$ cat config.mk
export PLATFORM = sky130hd
export DESIGN_NAME = hazard_ctrl_unit
export DESIGN_NICKNAME = d
export VERILOG_FILES = /design/src/rtl/hazard_pkg.sv /design/src/rtl/hazard_shadow_stage.sv /design/src/rtl/hazard_ctrl_unit.sv
export SDC_FILE = /design/constraint.sdc
export NUM_CORES = 1
export LEC_CHECK = 0
export ABC_AREA = 1
export CAP_MARGIN = 25
export CORE_MARGIN = 2
export CORE_UTILIZATION = 55
export CTS_BUF_LIST = sky130_fd_sc_hd__clkbuf_8
export CTS_CLUSTER_SIZE = 25
export DETAILED_ROUTE_END_ITERATION = 6
export PLACE_DENSITY_LB_ADDON = 0.12
export SYNTH_ARGS = -nofsm -noshare
export SYNTH_HDL_FRONTEND = slang
export SYNTH_SLANG_ARGS = --single-unit
$ cat constraint.sdc
create_clock -name clk -period 2.6 [get_ports clk]
set_input_delay 0.26 -clock clk [delete_from_list [all_inputs] [get_ports clk]]
set_output_delay 0.26 -clock clk [all_outputs]
set_load 0.03 [all_outputs]
$ cat src/rtl/hazard_pkg.sv
// Shared types for the hazard/forwarding controller.
//  reg_idx_t   architectural register index (x0..x31)
//  REG_ZERO    hardwired-zero register, never forwarded
//  fwd_sel_e   EX operand select: 00 register file, 01 WB result, 10 MEM ALU result
package hazard_pkg;

    typedef logic [4:0] reg_idx_t;

    localparam reg_idx_t REG_ZERO = 5'd0;

    typedef enum logic [1:0] {
        FWD_NONE = 2'b00,
        FWD_WB   = 2'b01,
        FWD_MEM  = 2'b10
    } fwd_sel_e;

    // MEM is the younger producer, so it is checked first.
    function automatic fwd_sel_e fwd_select(
        input reg_idx_t rs,
        input reg_idx_t rd_m,
        input logic     we_m,
        input reg_idx_t rd_w,
        input logic     we_w
    );
        if (we_m && (rd_m != REG_ZERO) && (rd_m == rs)) begin
            return FWD_MEM;
        end else if (we_w && (rd_w != REG_ZERO) && (rd_w == rs)) begin
            return FWD_WB;
        end
        return FWD_NONE;
    endfunction

endpackage

$ cat src/rtl/hazard_shadow_stage.sv
// One stage of the controller's private shadow pipe (destination register
// and write-enable of the instruction that occupied the previous stage).
// Ports:
//  clk         core clock
//  rst_n       asynchronous active-low reset, clears to a non-writer to x0
//  rd_i        destination register entering the stage
//  regwrite_i  write-enable entering the stage
//  rd_o        registered destination register
//  regwrite_o  registered write-enable
module hazard_shadow_stage
    import hazard_pkg::*;
(
    input  logic     clk,
    input  logic     rst_n,
    input  reg_idx_t rd_i,
    input  logic     regwrite_i,
    output reg_idx_t rd_o,
    output logic     regwrite_o
);

    reg_idx_t rd_q;
    logic     regwrite_q;

    always_ff @(posedge clk or negedge rst_n) begin
        if (!rst_n) begin
            rd_q       <= REG_ZERO;
            regwrite_q <= 1'b0;
        end else begin
            rd_q       <= rd_i;
            regwrite_q <= regwrite_i;
        end
    end

    assign rd_o       = rd_q;
    assign regwrite_o = regwrite_q;

endmodule

$ cat src/rtl/hazard_ctrl_unit.sv
// Hazard and forwarding controller for a 5-stage pipeline.
// Tracks MEM/WB writers in its own shadow pipe, resolves load-use stalls and
// taken-branch flushes combinationally, and counts both event types.
// Ports:
//  clk, rst_n          core clock, asynchronous active-low reset
//  Rs1D, Rs2D          Decode-stage source registers
//  RSD1_E, RSD2_E      Execute-stage source registers
//  RdE, RegWriteE      Execute-stage destination and write-enable
//  IsLoadE             Execute-stage instruction is a load
//  PCSrcE              taken branch/jump resolved in Execute
//  clr_cnt             synchronous clear of both counters
//  StallF, StallD      hold PC / IF-ID
//  FlushD, FlushE      clear IF-ID / ID-EX
//  ForwardAE/BE        EX operand selects (see fwd_sel_e)
//  stall_cnt           load-use stall cycles, saturating
//  flush_cnt           taken-branch cycles, saturating
module hazard_ctrl_unit
    import hazard_pkg::*;
#(
    parameter int CNT_W = 16
) (
    input  logic             clk,
    input  logic             rst_n,
    input  logic [4:0]       Rs1D,
    input  logic [4:0]       Rs2D,
    input  logic [4:0]       RSD1_E,
    input  logic [4:0]       RSD2_E,
    input  logic [4:0]       RdE,
    input  logic             RegWriteE,
    input  logic             IsLoadE,
    input  logic             PCSrcE,
    input  logic             clr_cnt,
    output logic             StallF,
    output logic             StallD,
    output logic             FlushD,
    output logic             FlushE,
    output logic [1:0]       ForwardAE,
    output logic [1:0]       ForwardBE,
    output logic [CNT_W-1:0] stall_cnt,
    output logic [CNT_W-1:0] flush_cnt
);

    localparam logic [CNT_W-1:0] CNT_MAX  = {CNT_W{1'b1}};
    localparam logic [CNT_W-1:0] CNT_ONE  = {{(CNT_W-1){1'b0}}, 1'b1};
    localparam logic [CNT_W-1:0] CNT_ZERO = '0;

    reg_idx_t rd_m_s, rd_w_s;
    logic     regwrite_m_s, regwrite_w_s;

    // A flushed E bubble arrives as RdE=0/RegWriteE=0 and simply becomes a
    // non-writer, so the shadow pipe needs no enable or flush input.
    hazard_shadow_stage u_shadow_mem (
        .clk        (clk),
        .rst_n      (rst_n),
        .rd_i       (RdE),
        .regwrite_i (RegWriteE),
        .rd_o       (rd_m_s),
        .regwrite_o (regwrite_m_s)
    );

    hazard_shadow_stage u_shadow_wb (
        .clk        (clk),
        .rst_n      (rst_n),
        .rd_i       (rd_m_s),
        .regwrite_i (regwrite_m_s),
        .rd_o       (rd_w_s),
        .regwrite_o (regwrite_w_s)
    );

    logic lw_stall;
    logic stall_evt;

    assign lw_stall  = IsLoadE && (RdE != REG_ZERO) && ((RdE == Rs1D) || (RdE == Rs2D));
    // A taken branch squashes the stalled instruction anyway, so it wins.
    assign stall_evt = lw_stall && !PCSrcE;

    // All controls are held inactive while reset is asserted, independent of inputs.
    always_comb begin
        StallF    = 1'b0;
        StallD    = 1'b0;
        FlushD    = 1'b0;
        FlushE    = 1'b0;
        ForwardAE = FWD_NONE;
        ForwardBE = FWD_NONE;
        if (rst_n) begin
            StallF    = stall_evt;
            StallD    = stall_evt;
            FlushD    = PCSrcE;
            FlushE    = lw_stall || PCSrcE;
            ForwardAE = fwd_select(RSD1_E, rd_m_s, regwrite_m_s, rd_w_s, regwrite_w_s);
            ForwardBE = fwd_select(RSD2_E, rd_m_s, regwrite_m_s, rd_w_s, regwrite_w_s);
        end
    end

    logic [CNT_W-1:0] stall_cnt_q, stall_cnt_d;
    logic [CNT_W-1:0] flush_cnt_q, flush_cnt_d;

    always_comb begin
        stall_cnt_d = stall_cnt_q;
        if (clr_cnt) begin
            stall_cnt_d = CNT_ZERO;
        end else if (stall_evt && (stall_cnt_q != CNT_MAX)) begin
            stall_cnt_d = stall_cnt_q + CNT_ONE;
        end
    end

    always_comb begin
        flush_cnt_d = flush_cnt_q;
        if (clr_cnt) begin
            flush_cnt_d = CNT_ZERO;
        end else if (PCSrcE && (flush_cnt_q != CNT_MAX)) begin
            flush_cnt_d = flush_cnt_q + CNT_ONE;
        end
    end

    always_ff @(posedge clk or negedge rst_n) begin
        if (!rst_n) begin
            stall_cnt_q <= CNT_ZERO;
        end else begin
            stall_cnt_q <= stall_cnt_d;
        end
    end

    always_ff @(posedge clk or negedge rst_n) begin
        if (!rst_n) begin
            flush_cnt_q <= CNT_ZERO;
        end else begin
            flush_cnt_q <= flush_cnt_d;
        end
    end

    assign stall_cnt = stall_cnt_q;
    assign flush_cnt = flush_cnt_q;

endmodule

==> out/results.tsv, run 1 <==
metric	value	unit
status	completed	
grt_usage	0.2569	
worstPathRequired	2.34	ns
fin_setup_tns	0	ns
coreArea	5075	µm²
yosysTopAreaCellShare	0.3829	
cp-start-kind	input port	
placement.io_buffers	70	
dieArea	5822	µm²
rsz0062_at_grt	no	
pwr-share-seq	0.507	
synth.avg_cell_area	7.335	µm²
synth_area_leader_cell	dfrtp_1	
antenna_left	0	
synth_area	2875	µm²
maxSlewViolCount	0	
grt_pass1_wl	12.16	mm
syn_nets	425	
cts_setup_buffers	0	
worst_pin_slew	0.3533	ns
critPathCaptureType	primary output	
switchingPower	0.0004155	W
crit_type	input port to primary output	
wl_per_cell	12.96	µm
clock_sinks	44	
holdWs	0.3794	ns
finalHoldViolCount	0	
synth_top_family_by_area	simple AND/OR/NAND/NOR gates	
drive_above_1_share	0.06681	
yosys-top-cells-area	dfrtp_1, nand2_1, xor2_1, nor2_1, nand3_1	
finalPower	0.001444	W
ys_warn_count	0	
drv_cap	0	
synth_compound_area_frac	0.04700	
dp.cells	525	
ctsRootBufferMaster	clkbuf_8	
via_per_inst	5.109	
p_leak	1.619	nW
ios	71	
ys_ff_latch	44	
initialDrtViolationCount	179	
synthMuxAreaShare	0	
clk_pin_slew	0.08	ns
cts_buffers	5	
skew	0.006756	ns
internal_power	0.001029	W
synth_simple_gate_area_frac	0.3690	
worst_hold_path_type	register to register	
place_congestion	0.8947	
fmax	0.4040	GHz
yosysUniqueCellTypes	35	
final_core_util	0.7313	
antenna_found_initial	0	
clock_power_share	0.317	
vias	2728	
grt_overflow	0	
dieWidth	76.31	µm
cts_tree	built	
grt_pass1_vias	2680	
clock_latency	0.31	ns
setup_violations	0	
ys_seq_area_frac	0.3829	
period_needed	2.476	ns
synth_xor_area_frac	0.1066	
stdcell_count	534	
ir_drop	0.2395	mV
cp.arrival	2.22	ns
fin_crit_sh	0.9521	
drt-total-wl	6.923	mm
htreeDepth	2	
comb_power_share	0.175	
grt_max_degree	28	
p_per_area	389.2	nW/µm²
syn2layout_area_growth	29.07	%
dpl.hpwl	5.165	mm
relSlewSlack	0.7627	
cp_max_fo	4	
firstDrtPassIters	4	
rrSetupSlack	0.49	ns
initial_utilization	0.5666	
sw_frac_of_total	0.2876	
fin_nets	496	
syn-instance-count	392	
row_count	26	
synthAdderAreaFrac	0.008703	
clk_path_buf_depth	2	
route.detailed.drc	0	
die_h	76.31	µm
antenna_cells	0	
[through the flow]
step | worst slack (ns) | area (µm²)
after detailed placement | 0.01144 | 3607
after CTS | 0.1066 | 3709
after global placement | 0.1184 | 3607
final | 0.1245 | 3711
after global routing | 0.003274 | 3711
after floorplan | 0.7851 | 2875
[kinds of logic after synthesis]
kind of cell | count (synthesis)
AND/OR/NAND/NOR | 231
buffers and inverters | 56
flip-flops | 44
XOR/XNOR | 35
AO/OA/AOI/OAI | 24
adder cells (fa/ha/maj) | 2
[worst paths after layout]
check | startpoint | to | cells after the start
worst max-delay path | RdE[2] | FlushE | 10
worst min-delay path | u_shadow_mem.regwrite_o | u_shadow_wb.regwrite_o | 0
worst max register to register | flush_cnt[0] | flush_cnt[8] | 9
worst min register to register | u_shadow_mem.regwrite_o | u_shadow_wb.regwrite_o | 0
max in group asynchronous | rst_n | flush_cnt[4] | 3
min in group asynchronous | rst_n | u_shadow_wb.rd_o[0] | 2
[sequential cells by signal, summed over array words and instances, names as in the netlist]
signal and flops:
u_shadow_mem.rd_o 5, flush_cnt 16, stall_cnt 16, u_shadow_wb.rd_o 5
u_shadow_mem.regwrite_o 1, u_shadow_wb.regwrite_o 1
[power by group through the flow]
stage	registers, W	clock network (W)	logic (W)
2_1_floorplan	0.000761	0	0.000115
3_3_place_gp	0.000744	0	0.000245
3_5_place_dp	0.000746	0	0.000252
4_1_cts	0.000732	0.000465	0.000254
5_1_grt	0.000737	0.000500	0.000282
6_report	0.000733	0.000459	0.000253
[worst max-delay path: stages]
cell,delay [ns]
clkdlybuf4s50_1,0.53
inv_1,0.09
nand2_1,0.08
nand2_1,0.06
nor2_1,0.12
nand3_1,0.09
nand2_1,0.13
nand3_1,0.12
nand2_1,0.09
clkdlybuf4s50_1,0.66
[cell usage in the layout (no fill, tap or decap), drive strengths merged, types with 3 or more instances in the layout]
cell type / Yosys / routed
dfrtp: 44 / 44
o21ai: 17 / 17
clkbuf: 2 / 7
inv: 45 / 46
nor3: 18 / 18
nand4: 9 / 9
xor2: 23 / 23
nor3b: 3 / 3
nor2: 55 / 55
xnor2: 12 / 12
clkdlybuf4s50: 0 / 67
buf: 8 / 3
a21oi: 3 / 3
nand2: 102 / 102
nand3: 39 / 39
[synth_stat cells]
cell type,count
nand4_4,1
buf_6,3
nand3b_1,1
a21oi_2,1
nor2_2,2
nor2_1,53
nor3_2,4
inv_1,43
xnor2_1,12
inv_2,2
buf_2,2
nor3b_1,1
o21a_1,1
buf_4,3
o21ai_1,7
clkbuf_1,2
clkinv_1,1
o41ai_1,1
nand2_4,1
nor3_1,14
ha_1,2
nand2_2,3
nor3b_2,2
dfrtp_1,44
nand2_1,98
nand4_1,8
a21oi_1,2
o21ai_0,10
nand3_1,37
nor4_1,2
xor2_1,23
or2_2,2
nand3_2,2
o21bai_1,1
o31ai_1,1
[layer usage]
metal,wire length [µm],global-route usage,up-vias
met5,0,0,-
li1,-,-,1382
met4,123,0.1109,0
met2,3576,0.4469,80
met1,2919,0.3202,1255
met3,304,0.03436,11
[what timing repair did]
item | 4_1_cts | 5_1_grt
cloned | 0 | 0
endpoints found under the setup margin | 2 | 2
hold buffers | 1 | 0
resized for setup | 2 | 1
endpoints found under the hold margin | 17 | 0
[area by class of cell]
class	count	area (µm²)
Timing Repair Buffer	74	728.2
Clock buffer	6	82.58
Multi-Input combinational cell	292	1528
Sequential cell	44	1101
Fill cell	439	1364
Clock inverter	2	11.26
Tap cell	70	87.58
Inverter	46	172.7
(Power assumes the default switching activity.)
==> inputs of run 2 (changes only) <==
ABC_AREA = default   (was 1)
CORE_UTILIZATION = 54   (was 55)
==> out/results.tsv, run 2 <==
metric	value	unit
worst_hold_path_type	register to register	
cts_tree	built	
cp.arrival	2.26	ns
synth.avg_cell_area	9.644	µm²
ctsRootBufferMaster	clkbuf_8	
dpl.hpwl	4.812	mm
synth_commonest_cells	dfrtp_1, xnor2_1, nor2_1, nand3_1, xor2_1	
dieWidth	73.44	µm
crit_type	register to primary output	
skew	0.007259	ns
syn2layout_area_growth	37.39	%
p_leak	1.426	nW
cp_max_fo	2	
firstDrtPassIters	4	
synth.most_common_cell	dfrtp_1	
critPathCaptureType	primary output	
n_fill_cell	345	
sw_frac_of_total	0.2595	
cp-start-kind	register	
comb_power_share	0.160	
synth_ff_type	dfrtp_1	
drv_cap	0	
worstPathRequired	2.34	ns
relSlewSlack	0.6486	
cts_setup_buffers	0	
grt_max_degree	29	
ys_ff_latch	44	
initial_utilization	0.5549	
fin_crit_sh	0.9706	
final_cell_mix	clkdlybuf4s50_1, dfrtp_1, xnor2_1	
die_h	73.44	µm
via_per_inst	5.850	
fmax	0.3963	GHz
worstHoldStart	u_shadow_mem.regwrite_o	
placement.io_buffers	70	
layout_commonest_cell	clkdlybuf4s50_1	
antenna_left	0	
final_core_util	0.7624	
finalHoldViolCount	0	
pwr-share-seq	0.513	
clock_sinks	44	
multiInputGateArea	1441	µm²
drive_above_1_share	0.1102	
grt_pass1_vias	2251	
initialDrtViolationCount	131	
clock_latency	0.29	ns
clk_path_buf_depth	2	
fin_nets	386	
wl_per_cell	15.96	µm
reg2reg_from	stall_cnt[0]	
period_needed	2.523	ns
seq_area	1101	µm²
maxSlewViolCount	0	
finalPower	0.001381	W
setup_violations	0	
switchingPower	0.0003585	W
clock_power_share	0.326	
hold_depth	0	
holdWs	0.3880	ns
ir_drop	0.2958	mV
clk_pin_slew	0.08	ns
grt_usage	0.2480	
dieArea	5393	µm²
yosysTopAreaCellShare	0.4229	
synth_area_leader_cell	dfrtp_1	
crit_start	u_shadow_mem.rd_o[0]	
grt_pass1_wl	10.52	mm
coreArea	4692	µm²
row_count	25	
worst_pin_slew	0.5254	ns
ys_seq_area_frac	0.4229	
ios	71	
vias	2387	
ys_warn_count	0	
status	completed	
internal_power	0.001023	W
htreeDepth	2	
antenna_found_initial	0	
synth_area	2604	µm²
synth_edf_count	0	
place_congestion	0.8527	
route.detailed.drc	0	
syn-instance-count	270	
fin_setup_tns	0	ns
cts_buffers	5	
fin_area	3577	µm²
yosysUniqueCellTypes	52	
yosys-top-cells-area	dfrtp_1, xnor2_1, xor2_1, nand3_1, nor2_1	
async_flop_share	1.000	
postPlaceCellArea	3460	µm²
antenna_cells	0	
grt_overflow	0	
p_per_area	386.1	nW/µm²
drt-total-wl	6.512	mm
syn_nets	303	
reg2regPathDepth	6	
-- run 2: cell types whose count changed after synthesis, moves of 7 or more --
cell,change
nor4_1,+10
inv_1,-40
xnor2_1,+14
clkbuf_1,+7
o21ai_0,-7
nand3_1,-20
xor2_1,-8
nand2_1,-85
or4_1,+11
nor2_1,-31
a21oi_1,+11
nor3_1,-9
-- run 2: layer usage --
| layer | share of wire | track usage |
|---|---|---|
| met5 | 0 | 0 |
| met4 | 0.016 | 0.06263 |
| met3 | 0.058 | 0.05213 |
| met2 | 0.50 | 0.4067 |
| met1 | 0.43 | 0.3357 |
-- run 2: kinds of logic after synthesis --
kind of cell	share of synthesized area
buffers and inverters	0.02835
multiplexers	0.02931
adder cells (fa/ha/maj)	0.009609
XOR/XNOR	0.1379
AO/OA/AOI/OAI	0.1072
flip-flops	0.4229
AND/OR/NAND/NOR	0.2648
-- run 2: power by group through the flow --
| stage | Sequential (W) | Clock (W) | Combinational, W |
|---|---|---|---|
| 6_report | 0.000709 | 0.000451 | 0.000221 |
| 5_1_grt | 0.000711 | 0.000491 | 0.000240 |
| 4_1_cts | 0.000709 | 0.000463 | 0.000220 |
| 3_5_place_dp | 0.000723 | 0 | 0.000219 |
| 3_3_place_gp | 0.000722 | 0 | 0.000215 |
| 2_1_floorplan | 0.000729 | 0 | 0.0000867 |
-- run 2: metrics by stage --
step	instances	setup WS, ns
2_1_floorplan	270	0.1446
3_3_place_gp	399	-0.06239
3_5_place_dp	399	-0.1240
4_1_cts	408	0.05173
5_1_grt	408	-0.01982
6_report	408	0.07656
-- run 2: final timing paths --
| check | endpoint | slack, ns |
|---|---|---|
| hold reg to reg | u_shadow_wb.regwrite_o | 0.39 |
| max in group asynchronous | stall_cnt[9] | 1.47 |
| hold / removal | u_shadow_wb.regwrite_o | 0.39 |
| min in group asynchronous | flush_cnt[11] | 0.52 |
| setup reg to reg | stall_cnt[12] | 0.45 |
| setup / recovery | ForwardBE[0] | 0.08 |
-- run 2: critical path: stages, from the launching register on --
cell and delay, ns:
dfrtp_1 0.39, or4_1 0.51, o21ai_1 0.29, nor4_2 0.10, nor4_1 0.25, dlygate4sd2_1 0.43
-- run 2: cell type report --
type	count	area share
Sequential cell	44	0.3078
Clock buffer	6	0.02308
Tap cell	54	0.01889
Multi-Input combinational cell	209	0.4029
Timing Repair Buffer	90	0.2399
Inverter	3	0.003148
Clock inverter	2	0.004197
-- run 2: repair_timing --
action                                 4_1_cts  5_1_grt
hold buffers                                 1        0
pin swaps                                    0        0
endpoints found under the hold margin       22        0
resized for setup                            6        9
setup endpoints to repair                    7        4
